## config.mk

```make
export PLATFORM = sky130hd
export DESIGN_NAME = p08_muldiv_seq
export DESIGN_NICKNAME = d
export VERILOG_FILES = /design/src/rtl/p08_muldiv_seq.sv
export SDC_FILE = /design/constraint.sdc
export NUM_CORES = 1
export LEC_CHECK = 0
export CORE_ASPECT_RATIO = 0.9
export CORE_MARGIN = 3
export CORE_UTILIZATION = 53
export DETAILED_ROUTE_END_ITERATION = 10
export PLACE_DENSITY = 0.78
export SETUP_SLACK_MARGIN = 0.15
export SLEW_MARGIN = 20
export SYNTH_ARGS = -nofsm -noshare
export SYNTH_HDL_FRONTEND = slang
export SYNTH_SLANG_ARGS = --single-unit
```

## constraint.sdc

```tcl
create_clock -name clk -period 2.7 [get_ports clk]
set_input_delay 0.27 -clock clk [delete_from_list [all_inputs] [get_ports clk]]
set_output_delay 0.27 -clock clk [all_outputs]
set_load 0.005 [all_outputs]
```

## src/rtl/p08_muldiv_seq.sv

```systemverilog
// p08_muldiv_seq: sequential unsigned shift-add multiplier / restoring divider, one bit per clock
//
// Ports:
//   clk       rising-edge clock
//   rst       synchronous active-high reset
//   start_i   begin a new operation (only accepted when not busy)
//   op_i      0 = multiply, 1 = divide (sampled with start_i)
//   a_i       multiplicand / dividend (sampled with start_i)
//   b_i       multiplier / divisor (sampled with start_i)
//   busy_o    operation in progress
//   done_o    one-cycle pulse, results valid from this cycle on
//   res_hi_o  product high half / remainder
//   res_lo_o  product low half / quotient
//   dz_o      last completed divide had a zero divisor
module p08_muldiv_seq #(
    parameter int WIDTH = 4
) (
    input  logic             clk,
    input  logic             rst,
    input  logic             start_i,
    input  logic             op_i,
    input  logic [WIDTH-1:0] a_i,
    input  logic [WIDTH-1:0] b_i,
    output logic             busy_o,
    output logic             done_o,
    output logic [WIDTH-1:0] res_hi_o,
    output logic [WIDTH-1:0] res_lo_o,
    output logic             dz_o
);
    localparam int CW = $clog2(WIDTH) + 1;

    typedef enum logic [1:0] {IDLE, RUN, DONE} state_t;

    state_t             state_q, state_d;
    logic               op_q, op_d;
    logic [WIDTH-1:0]   b_q, b_d;
    logic [2*WIDTH-1:0] acc_q, acc_d;
    logic [CW-1:0]      cnt_q, cnt_d;
    logic [WIDTH-1:0]   res_hi_q, res_hi_d, res_lo_q, res_lo_d;
    logic               dz_q, dz_d;
    logic [WIDTH:0]     sum, rem_sh, diff;
    logic [2*WIDTH-1:0] nxt;

    // The accumulator holds the multiplier (or dividend) in its low half; the
    // high half collects the partial product (or partial remainder).
    always_comb begin
        sum    = {1'b0, acc_q[2*WIDTH-1:WIDTH]} + (acc_q[0] ? {1'b0, b_q} : '0);
        rem_sh = acc_q[2*WIDTH-1:WIDTH-1];
        diff   = rem_sh - {1'b0, b_q};
        // diff[WIDTH] is the borrow of the trial subtraction; rem < b keeps the
        // kept difference within WIDTH bits.
        nxt    = op_q ? (diff[WIDTH] ? {rem_sh[WIDTH-1:0], acc_q[WIDTH-2:0], 1'b0}
                                     : {diff[WIDTH-1:0], acc_q[WIDTH-2:0], 1'b1})
                      : {sum, acc_q[WIDTH-1:1]};
    end

    always_comb begin
        state_d  = state_q;
        op_d     = op_q;
        b_d      = b_q;
        acc_d    = acc_q;
        cnt_d    = cnt_q;
        res_hi_d = res_hi_q;
        res_lo_d = res_lo_q;
        dz_d     = dz_q;
        case (state_q)
            IDLE, DONE: begin
                state_d = start_i ? RUN : IDLE;
                if (start_i) begin
                    op_d  = op_i;
                    b_d   = b_i;
                    acc_d = {{WIDTH{1'b0}}, a_i};
                    cnt_d = '0;
                end
            end
            RUN: begin
                acc_d = nxt;
                cnt_d = cnt_q + 1'b1;
                if (cnt_q == CW'(WIDTH - 1)) begin
                    state_d  = DONE;
                    res_hi_d = nxt[2*WIDTH-1:WIDTH];
                    res_lo_d = nxt[WIDTH-1:0];
                    dz_d     = op_q & ~|b_q;
                end
            end
            default: state_d = IDLE;
        endcase
    end

    always_ff @(posedge clk) begin
        if (rst) begin
            state_q  <= IDLE;
            op_q     <= 1'b0;
            b_q      <= '0;
            acc_q    <= '0;
            cnt_q    <= '0;
            res_hi_q <= '0;
            res_lo_q <= '0;
            dz_q     <= 1'b0;
        end else begin
            state_q  <= state_d;
            op_q     <= op_d;
            b_q      <= b_d;
            acc_q    <= acc_d;
            cnt_q    <= cnt_d;
            res_hi_q <= res_hi_d;
            res_lo_q <= res_lo_d;
            dz_q     <= dz_d;
        end
    end

    assign busy_o   = (state_q == RUN);
    assign done_o   = (state_q == DONE);
    assign res_hi_o = res_hi_q;
    assign res_lo_o = res_lo_q;
    assign dz_o     = dz_q;
endmodule
```

After elaboration in Yosys (flattened, before gate mapping)
Index checks and enable logic that the tools add are counted.
- $add $sub $neg: 3
- equal/unequal tests: 5
- mux-type cells: 10
- bitwise operators: 1
- reduce and logical (&&, ||, !) cells: 8
- operators with widths (cell ; number):
    $mux W8 ; 3
    $pmux W8 S2 ; 1
    $pmux W3 S2 ; 1
    $reduce_and A2 Y1 ; 3
    $add A4 B4 Y5 ; 1
    $sub A5 B4 Y5 ; 1
    $mux W4 ; 1
    $pmux W2 S2 ; 1
    $reduce_or A4 Y1 ; 1
    $add A3 B1 Y3 const B ; 1
    $eq A3 B2 Y1 const B ; 1
    $mux W3 ; 1
    $eq A2 B1 Y1 const B ; 1
    $eq A2 B2 Y1 const B ; 1
    $logic_not A2 Y1 ; 1
    $mux W2 ; 1
    $ne A2 B1 Y1 const B ; 1
    $ne A2 B2 Y1 const B ; 1
    $reduce_bool A2 Y1 ; 1
    $reduce_or A2 Y1 ; 1
    $and A1 B1 Y1 ; 1
    $logic_not A1 Y1 ; 1
    $mux W1 ; 1
- register bits: 27
- output and inout bits: 11
- logic and storage cells: 35

Logic depth before layout (Yosys ltp)
Gate-level depths: netlist (run 1).
- depth after elaboration: 4
- gate-level depth with buffers: 9
- depth with buffers taken out: 9

Least setup slack after synthesis (run 1)
Ideal clock, no wire load.
- kind: reg-to-reg
- start: reg b_q[0]
- end: reg acc_q[4]
- setup time: 88 ps
- data arrival time: 2053 ps
- data required time: 2612 ps
- path slack: 559 ps
- cell stages (with the launch flop): 9
- buffers on the path: 0
- period minus slack after synthesis: 2141 ps
- cell sequence: dfxtp_1 > ha_1 > inv_1 > fa_1 > a21o_1 > a21oi_4 > xnor2_2 > mux2_4 > a311oi_2
- word-level cells in the longest chain between the ends: 4
- elaborated cells between the ends (all ways): 6
- those cells by class: add/sub (2); mux (4)
- RTL lines (what ; line ; text):
    start: declaration ; 36 ; logic [WIDTH-1:0] b_q, b_d;
    start signal: assignment ; 94 ; b_q <= '0;
    start signal: assignment ; 103 ; b_q <= b_d;
    $sub A5 B4 Y5 or $mux W4 (tied branches) ; 49, 47 ;
    $mux W8 or $add A4 B4 Y5 (tied branches) ; 52, 47 ;
    $mux W8 * ; 52 ; nxt = op_q ? (diff[WIDTH] ? {rem_sh[WIDTH-1:0], acc_q[WIDTH-2:0], 1'b0}
    $pmux W8 S2 * ; 66 ; case (state_q)
    end signal: assignment ; 95 ; acc_q <= '0;
    end signal: assignment ; 104 ; acc_q <= acc_d;
    end: declaration ; 37 ; logic [2*WIDTH-1:0] acc_q, acc_d;
Every way passes the cells marked *; elsewhere a longest branch is shown, timed or not.
A chain may end at the register's enable or synchronous reset.

Final worst setup path (run 1)
- start: reg acc_q[3]
- end: reg res_hi_q[1] (netlist: res_hi_o[1])
- word-level cells in the longest chain between the ends: 3
- RTL lines (what ; line ; text):
    $sub A5 B4 Y5 ; 49 ; diff = rem_sh - {1'b0, b_q};
    $mux W8 (2 in series) ; 52 ;
    end signal: assignment ; 106 ; res_hi_q <= res_hi_d;
    end: declaration ; 39 ; logic [WIDTH-1:0] res_hi_q, res_hi_d, res_lo_q, res_lo_d;
Every way passes these cells.

==> metrics, run 1 <==
CTS H-Tree Depth=1; met1 Use GR=26.16%; Worst Hold Class=input port to flop; R2R Path End=res_hi_o[1]; GR Overflow Total=0; post-route insts no fill=238; share of cells above drive strength 1=8.000%; clock buffer depth=2; Worst path slowest cell=fa_1; largest net degree at the start of global routing=18; Power Total=808.5 µW; setup bufs post-CTS=0; Setup-failing EPs final=0; GRT Total Usage=20.09%; Final #Nets=225; depth of the worst register-to-register path=9; syn_area_per_cell=8.515 µm²; Fin. Hold Viols=0; clock slew at reported path FFs=0.15 ns; status=finished, final reports clean; Starting Density=59.06%; Routed WL=3369 µm; initial antenna violation count=0; post-placement cell count=234; vias in the first global route=1,238; pwr/cell area=443.2 nW/µm²; Max Fclk=423.4 MHz; Min-Delay Path Depth=3; Synth warnings=0; min Tclk post-route=2.362 ns; max-slew violation count=0; clock root buffer=clkbuf_4; crit path cell chain=inv_1 > ha_1 > inv_1 > fa_1 > a21o_1 > a21oi_4 > xnor2_2 > mux2_4 > a311oi_1; hold bufs inserted after CTS=0; fillers=243; Hold Path Origin=b_i[2]; Worst Tran Pin Value=0.4241 ns; ys async rst share=0%; Final period util=87.48%; DPL Wire Length=2603 µm; Slew headroom=70.99%; Antenna Cells=0; number of DRC markers in iteration 0=51; GR peak layer=met2; Die Width=62.69 µm; P_leak=0.6867 nW; Syn Inst Count=180; CTS sink count=27; Layout area overhead=19.02%; Die Ht=57.02 µm; Routed Antenna Nets=0; CTS tree=done; #FFs+latches synth=27; Syn Nets=204; # IOs=23; met3 Resource Use GR=5.906%; vias per cell=5.445; met2 Use GR=32.52%; drt drc=0; Port Buffers=22; die area=3574 µm²; CP Launch Type=flop; critical path fanouts, max=5; maximum vdd drop=294.3 µV; num rows=17; CP required=2.96 ns; worst r2r src=acc_q[3]; Setup Skew=0.01589 ns; TNS Setup=0 ns; RSZ-0062 raised after global routing=false; Mapped Area=1533 µm²; first-pass detailed-route iteration total=4; sequential share of the synthesized area=35.27%; TritonCTS Buffers=3; Most Frequent Cell on Critical Path=inv_1; area of the core=2595 µm²; Setup Crit Path Kind=flop to flop; worst-skew pair later-pin latency=0.35 ns; CP max stage delay=0.41 ns; Worst Hold Endpoint=b_q[2]; global-route wire length before repair=5699 µm; Setup crit end kind=flop; gpl congestion=0.8687; final std cell area, no fill=1824 µm²; post-synth cell types=39; max cap viols=0; Reg2Reg Setup Slack=0.34 ns; Arr. time, crit path=2.63 ns; ys flop type=dfxtp_1; cell area after placement=1794 µm²; Post-synth EDFFs=0; cts repair resizes=0; drt wl/cell=14.16 µm; via count of the routed design=1,296
placed cells by master, fill, tap and decap left out, drive strengths merged, types with 2 or more instances in the layout:
master,n
dfxtp,27
nor2,23
clkdlybuf4s50,22
nand2,21
a21oi,13
inv,11
ha,10
a211oi,9
mux2i,6
buf,5
nand2b,4
and2,4
a21o,4
xnor2,4
a311oi,4
nor2b,3
nand3,3
clkbuf,3
mux2,2
a221oi,2
nor4,2
a22oi,2
fa,2
per-layer routing:
layer / up-vias / routed length (µm)
li1: 666 / -
met1: 590 / 1679
met2: 31 / 1470
met3: 9 / 167
met4: 0 / 52
met5: - / 0
where the power goes:
part / internal, mW / total, mW / switching [mW]
sequential: 0.415 / 0.434 / 0.0190
combinational: 0.0889 / 0.191 / 0.102
clock: 0.0570 / 0.183 / 0.126
Yosys cell counts (all sizes together), types with 2 or more instances:
cell,count,area [µm²]
a221oi,2,17.52
nand2b,4,25.02
nor4,2,12.51
nand3,3,15.01
xnor2,4,42.55
a22oi,2,15.01
and2,4,25.02
fa,2,40.04
a211oi,9,67.56
nand2,21,78.83
nor2,23,86.33
mux2,2,30.03
inv,11,41.29
a311oi,4,47.55
ha,10,125.1
buf,3,13.76
a21oi,13,76.33
clkbuf,8,30.03
mux2i,6,60.06
dfxtp,27,540.5
a21o,4,30.03
nor2b,3,18.77
layout make-up:
type | count | area (µm²) | share of cell area, %
clock inverters | 1 | 7.507 | 0.4115
inverters | 11 | 41.29 | 2.263
well taps | 38 | 47.55 | 2.606
flip-flops and latches | 27 | 540.5 | 29.63
clock buffers | 3 | 22.52 | 1.235
repair buffers | 27 | 257.7 | 14.13
multi-input cells | 131 | 907.1 | 49.73
sequential cells by signal, indices dropped and copies added, names as in the netlist:
signal	cells
acc_q	8
b_q	4
res_hi_o	4
res_lo_o	4
cnt_q	3
state_q	2
dz_o	1
op_q	1
worst max-delay path by stage:
stage | from | endpoint | slack, ns | cells past startpoint
6_report | acc_q[3] | res_hi_o[1] | 0.34 | 9
4_1_cts | acc_q[3] | acc_q[4] | 0.36 | 9
5_1_grt | acc_q[3] | res_hi_o[0] | 0.20 | 9
2_1_floorplan | b_q[0] | acc_q[4] | 0.56 | 8
3_5_place_dp | acc_q[3] | acc_q[4] | 0.36 | 9
3_3_place_gp | acc_q[3] | acc_q[5] | 0.50 | 9
worst max-delay path: cells and delay by family, from the launching register on:
kind / cells / cell delay (ns)
buffers and inverters: 2 / 0.15
flip-flops: 1 / 0.36
XOR/XNOR: 1 / 0.20
AO/OA/AOI/OAI: 3 / 0.68
multiplexers: 1 / 0.34
adder cells (fa/ha/maj): 2 / 0.56
stage by stage:
stage | setup WS (ns) | utilization (%) | hold slack, ns
2_1_floorplan | 0.5594 | - | 0.4060
3_3_place_gp | 0.4990 | 69.14 | 0.4511
3_5_place_dp | 0.3573 | 69.14 | 0.4528
4_1_cts | 0.3577 | 70.30 | 0.4614
5_1_grt | 0.2021 | 70.30 | 0.4720
6_report | 0.3381 | 70.30 | 0.4630
cells by family after synthesis:
family,share of synthesized area (%)
AOI/OAI and AO/OA,18.94
xor gates and xnor gates,3.348
adders and majority gates,10.78
buffers and inverters,5.551
DFF,35.27
muxes,5.878
and+or+nand+nor,20.25
No activity file was read; power rests on OpenSTA's default activity.
==> inputs of run 2 (changes only) <==
Settings changed: CORE_UTILIZATION 53 to 51, PLACE_DENSITY 0.78 to 0.76.
Clock period 2.7 ns to 2.42 ns, I/O delays scaled along.
==> run 2 against run 1 <==
Worst setup slack worse by 0.17 ns. Largest power group unchanged. Utilization down 2.1 points. Flip-flop and latch count unchanged. First-iteration DRC count up 2.0%. Hold slack worse by 0.016 ns. Power up 16%. Sequential power up 12%. Final cell count up 2.9%. Die area up 3.5%. Clock power up 7%. Global-route usage down 0.45 points. Non-clock buffer count up 5.
==> metrics, run 2 (synthesis results as in run 1) <==
Setup Skew=0.004008 ns; Hold WS=0.4466 ns; Setup crit end kind=flop; TritonCTS Buffers=3; Fin. Hold Viols=0; max-slew violation count=0; Worst Tran Pin Value=0.5266 ns; CP required=2.66 ns; min Tclk post-route=2.256 ns; post-route insts no fill=245; drt wl/cell=14.32 µm; RSZ-0062 raised after global routing=true; Setup Crit Path Kind=flop to flop; Power Total=938.5 µW; critical path fanouts, max=5; Layout area overhead=25.22%; CTS sink count=27; GRT Total Usage=19.64%; number of DRC markers in iteration 0=52; worst r2r src=acc_q[3]; maximum vdd drop=293.9 µV; status=finished, final reports clean; Slew headroom=64.78%; Die Width=63.79 µm; start point of the critical path=acc_q[3]; Starting Density=54.44%; first-pass detailed-route iteration total=4; Routed Antenna Nets=0; GR Overflow Total=0; Arr. time, crit path=2.50 ns; CTS H-Tree Depth=1; Setup-failing EPs final=0; Final period util=93.22%; worst-skew pair later-pin latency=0.32 ns; CTS tree=done; CP Launch Type=flop; global-route wire length before repair=5727 µm; Reg2Reg Setup Slack=0.16 ns; clock slew at reported path FFs=0.14 ns; clock root buffer=clkbuf_4; largest net degree at the start of global routing=16; R2R Path End=acc_q[5]; drt drc=0; Die Ht=58.01 µm; setup ws final=0.1640 ns; vias per cell=5.449; final std cell area, no fill=1919 µm²; most common cell after layout, fill and taps aside=dfxtp_1; pwr/cell area=489.0 nW/µm²; max reg flops=8; die area=3700 µm²; # IOs=23; clock buffer depth=2; share of cells above drive strength 1=15.12%; via count of the routed design=1,335; num rows=18; TNS Setup=0 ns; Post-Route Utilization=68.18%; DPL Wire Length=2698 µm; vias in the first global route=1,278; area of the core=2815 µm²; P_leak=0.7080 nW; max cap viols=0; Port Buffers=22; Worst Hold Class=input port to flop; Place WS=0.1153 ns; gpl congestion=0.9083; Max Fclk=443.3 MHz; Routed WL=3509 µm; Final #Nets=230; initial antenna violation count=0; most frequent cells in the layout=dfxtp_1 (25), nor2_1 (23), clkdlybuf4s50_1 (22); Biggest register=acc_q; Worst Setup EP=acc_q[5]; depth of the worst register-to-register path=9; Antenna Cells=0; cell area after placement=1797 µm²; post-placement cell count=236
run 2: cell count changes in the layout (fill, tap and decap cells not counted), moves of 2 or more:
cell     change
dfxtp_1      -2
dfxtp_2      +2
mux2i_2      +2
mux2i_1      -2
buf_4        +3
buf_6        +2
inv_1        -3
inv_2        +2
run 2: worst min path at each step:
stage	endpoint	cells after the start	from	slack, ns
after floorplan	b_q[2]	2	b_i[2]	0.38
after global placement	dz_o	2	dz_o	0.45
after detailed placement	dz_o	2	dz_o	0.45
after CTS	b_q[0]	3	b_i[0]	0.44
after global routing	b_q[0]	3	b_i[0]	0.42
final	b_q[2]	3	b_i[2]	0.45
run 2: what timing repair did:
action                                  CTS  global route
resized for setup                         0            15
pin swaps                                 1             4
hold buffers                              0             0
endpoints found under the setup margin    5            10
buffers inserted                          2             3
run 2: power by group:
| part | switching [mW] | internal (mW) | leakage (nW) | total [mW] |
|---|---|---|---|---|
| logic | 0.129 | 0.129 | 0.472 | 0.258 |
| registers | 0.0221 | 0.464 | 0.221 | 0.486 |
| clock network | 0.130 | 0.0646 | 0.0150 | 0.195 |
| total | 0.281 | 0.657 | 0.708 | 0.938 |
run 2: final cells by class:
type,count,area (µm²)
Multi-Input combinational cell,131,952.2
Sequential cell,27,543.0
Timing Repair Buffer,32,302.8
Fill cell,232,895.9
Inverter,11,45.04
Tap cell,40,50.05
Clock buffer,4,26.28
run 2: per-layer routing:
metal	vias to the layer above	wire, µm	GRT usage [%]
met4	0	41	4.615
met1	628	1562	25.18
met5	-	0	0
met2	34	1742	33.58
li1	667	-	-
met3	6	162	4.651
run 2: critical path, cell delays in order, from the launching register on:
cell and delay [ns]:
dfxtp_2 0.37, inv_2 0.06, ha_4 0.11, inv_2 0.04, fa_2 0.33, a21o_1 0.19, a21oi_4 0.29, xnor2_4 0.19
mux2_4 0.34, a311oi_2 0.24
==> inputs of run 3 (changes only) <==
Settings changed: CORE_MARGIN 3 to 1, RECOVER_POWER set to 25.
==> run 3 against run 2 <==
Sequential power barely moved. Worst setup slack improved by 0.056 ns. Final cell count rose by 1.2%. Critical path depth rose by 1. Sequential share of layout area fell by 0.092 points. Critical endpoint is now acc_q[6]. Die area fell by 13%. Global-route usage rose by 4.5 points. Via count rose by 4.1%. Clock power rose by 9%. Fmax rose by 2.5%. Non-clock buffer count rose by 3. First-iteration DRC count rose by 33%.
==> metrics, run 3 (synthesis results as in run 1) <==
status=finished, final reports clean; most frequent cells in the layout=dfxtp_1 (25), nor2_1 (23), nand2_1 (21); drt wl/cell=15.00 µm; CTS tree=done; Fin. Hold Viols=0; Routed Antenna Nets=0; Routed WL=3720 µm; max-slew violation count=0; RSZ-0062 raised after global routing=true; Die Ht=54.01 µm; TritonCTS Buffers=3; largest net degree at the start of global routing=18; worst r2r src=acc_q[3]; Min-Delay Path Depth=3; Final period util=90.91%; CTS sink count=27; Port Buffers=22; Hold Path Origin=b_i[0]; GR Overflow Total=0; CP required=2.69 ns; Final #Nets=233; Setup Crit Path Kind=flop to flop; Die Width=59.79 µm; most common cell after layout, fill and taps aside=dfxtp_1; clock slew at reported path FFs=0.16 ns; Antenna Cells=0; GRT Total Usage=24.16%; vias per cell=5.605; max cap viols=0; Place WS=0.1320 ns; Max Fclk=454.6 MHz; share of cells above drive strength 1=16.35%; CP Launch Type=flop; number of DRC markers in iteration 0=69; max reg flops=8; worst-skew pair later-pin latency=0.34 ns; via count of the routed design=1,390; setup ws final=0.2201 ns; Setup-failing EPs final=0; Reg2Reg Setup Slack=0.22 ns; Power Total=958.8 µW; Layout area overhead=25.63%; Worst Tran Pin Value=0.6665 ns; P_leak=0.7243 nW; maximum vdd drop=294.6 µV; hold bufs inserted after CTS=0; Setup Skew=0.008795 ns; first-pass detailed-route iteration total=4; Arr. time, crit path=2.47 ns; initial antenna violation count=0; Biggest register=acc_q; Starting Density=54.88%; drt drc=0; gpl congestion=0.8643; vias in the first global route=1,263; CTS H-Tree Depth=1; Worst Hold Endpoint=b_q[0]; DPL Wire Length=2662 µm; num rows=18; min Tclk post-route=2.200 ns; Worst Hold Class=input port to flop; die area=3229 µm²; # IOs=23; pwr/cell area=497.9 nW/µm²; clock root buffer=clkbuf_4; area of the core=2793 µm²; critical path fanouts, max=4; global-route wire length before repair=5713 µm; TNS Setup=0 ns; Slew headroom=55.42%; depth of the worst register-to-register path=10; Setup crit end kind=flop; R2R Path End=acc_q[6]; clock buffer depth=2
==> run 3: cell types whose count changed in the layout (fill, tap and decap cells not counted), sizes merged <==
cell	before	now
buf	10	12
clkdlybuf4s50	22	19
clkinvlp	1	2
dlygate4sd3	0	3
==> run 3: per-stage QoR <==
step	instances	util, %	cell area [µm²]	hold WS, ns
final	248	68.95	1926	0.4163
after global routing	248	68.95	1926	0.3894
after CTS	241	66.44	1856	0.4160
after detailed placement	236	64.34	1797	0.4471
after global placement	236	64.34	1797	0.4481
after floorplan	180	-	1533	0.3780
==> run 3: area by class of cell <==
cell class / count / area (µm²)
Multi-Input combinational cell: 131 / 943.4
Fill cell: 248 / 867.1
Sequential cell: 27 / 543.0
Timing Repair Buffer: 35 / 314.1
Tap cell: 40 / 50.05
Inverter: 11 / 45.04
Clock buffer: 3 / 22.52
Clock inverter: 1 / 7.507
==> run 3: timing repair <==
action                     in CTS  in global routing
gates cloned                    0                  0
buffers inserted                1                  7
pin swaps                       2                  3
resized for setup               5                  8
setup endpoints to repair       4                  9
==> run 3: metal layers <==
metal  GRT usage (%)  vias to the layer above  part of all wire (%)
met4           11.63                        0                   2.0
met5               0                        -                     0
met2           40.00                       43                    49
li1                -                      675                     -
met3           3.365                       10                   4.2
met1           30.96                      662                    45
==> run 3: how the worst max path moves through the flow <==
stage / startpoint / depth (start not counted) / endpoint / slack (ns)
floorplan: b_q[0] / 8 / acc_q[4] / 0.28
global placement: b_q[0] / 8 / acc_q[5] / 0.21
detailed placement: acc_q[3] / 9 / acc_q[4] / 0.13
CTS: acc_q[3] / 9 / acc_q[4] / 0.20
global route: acc_q[3] / 10 / acc_q[7] / 0.12
finish: acc_q[3] / 10 / acc_q[6] / 0.22
==> run 3: critical path, stage by stage (launching register included) <==
cell	delay [ns]
dfxtp_2	0.36
inv_2	0.04
ha_2	0.16
inv_2	0.04
fa_2	0.34
a21o_1	0.20
a21oi_4	0.25
buf_4	0.18
mux2i_2	0.24
a211oi_2	0.09
a211oi_2	0.22
==> run 3: where the power goes <==
group,leakage (nW),internal (mW),total (mW),switching (mW)
logic,0.490,0.125,0.260,0.135
clock network,0.0139,0.0635,0.213,0.149
registers,0.221,0.464,0.486,0.0217
total,0.724,0.653,0.959,0.306
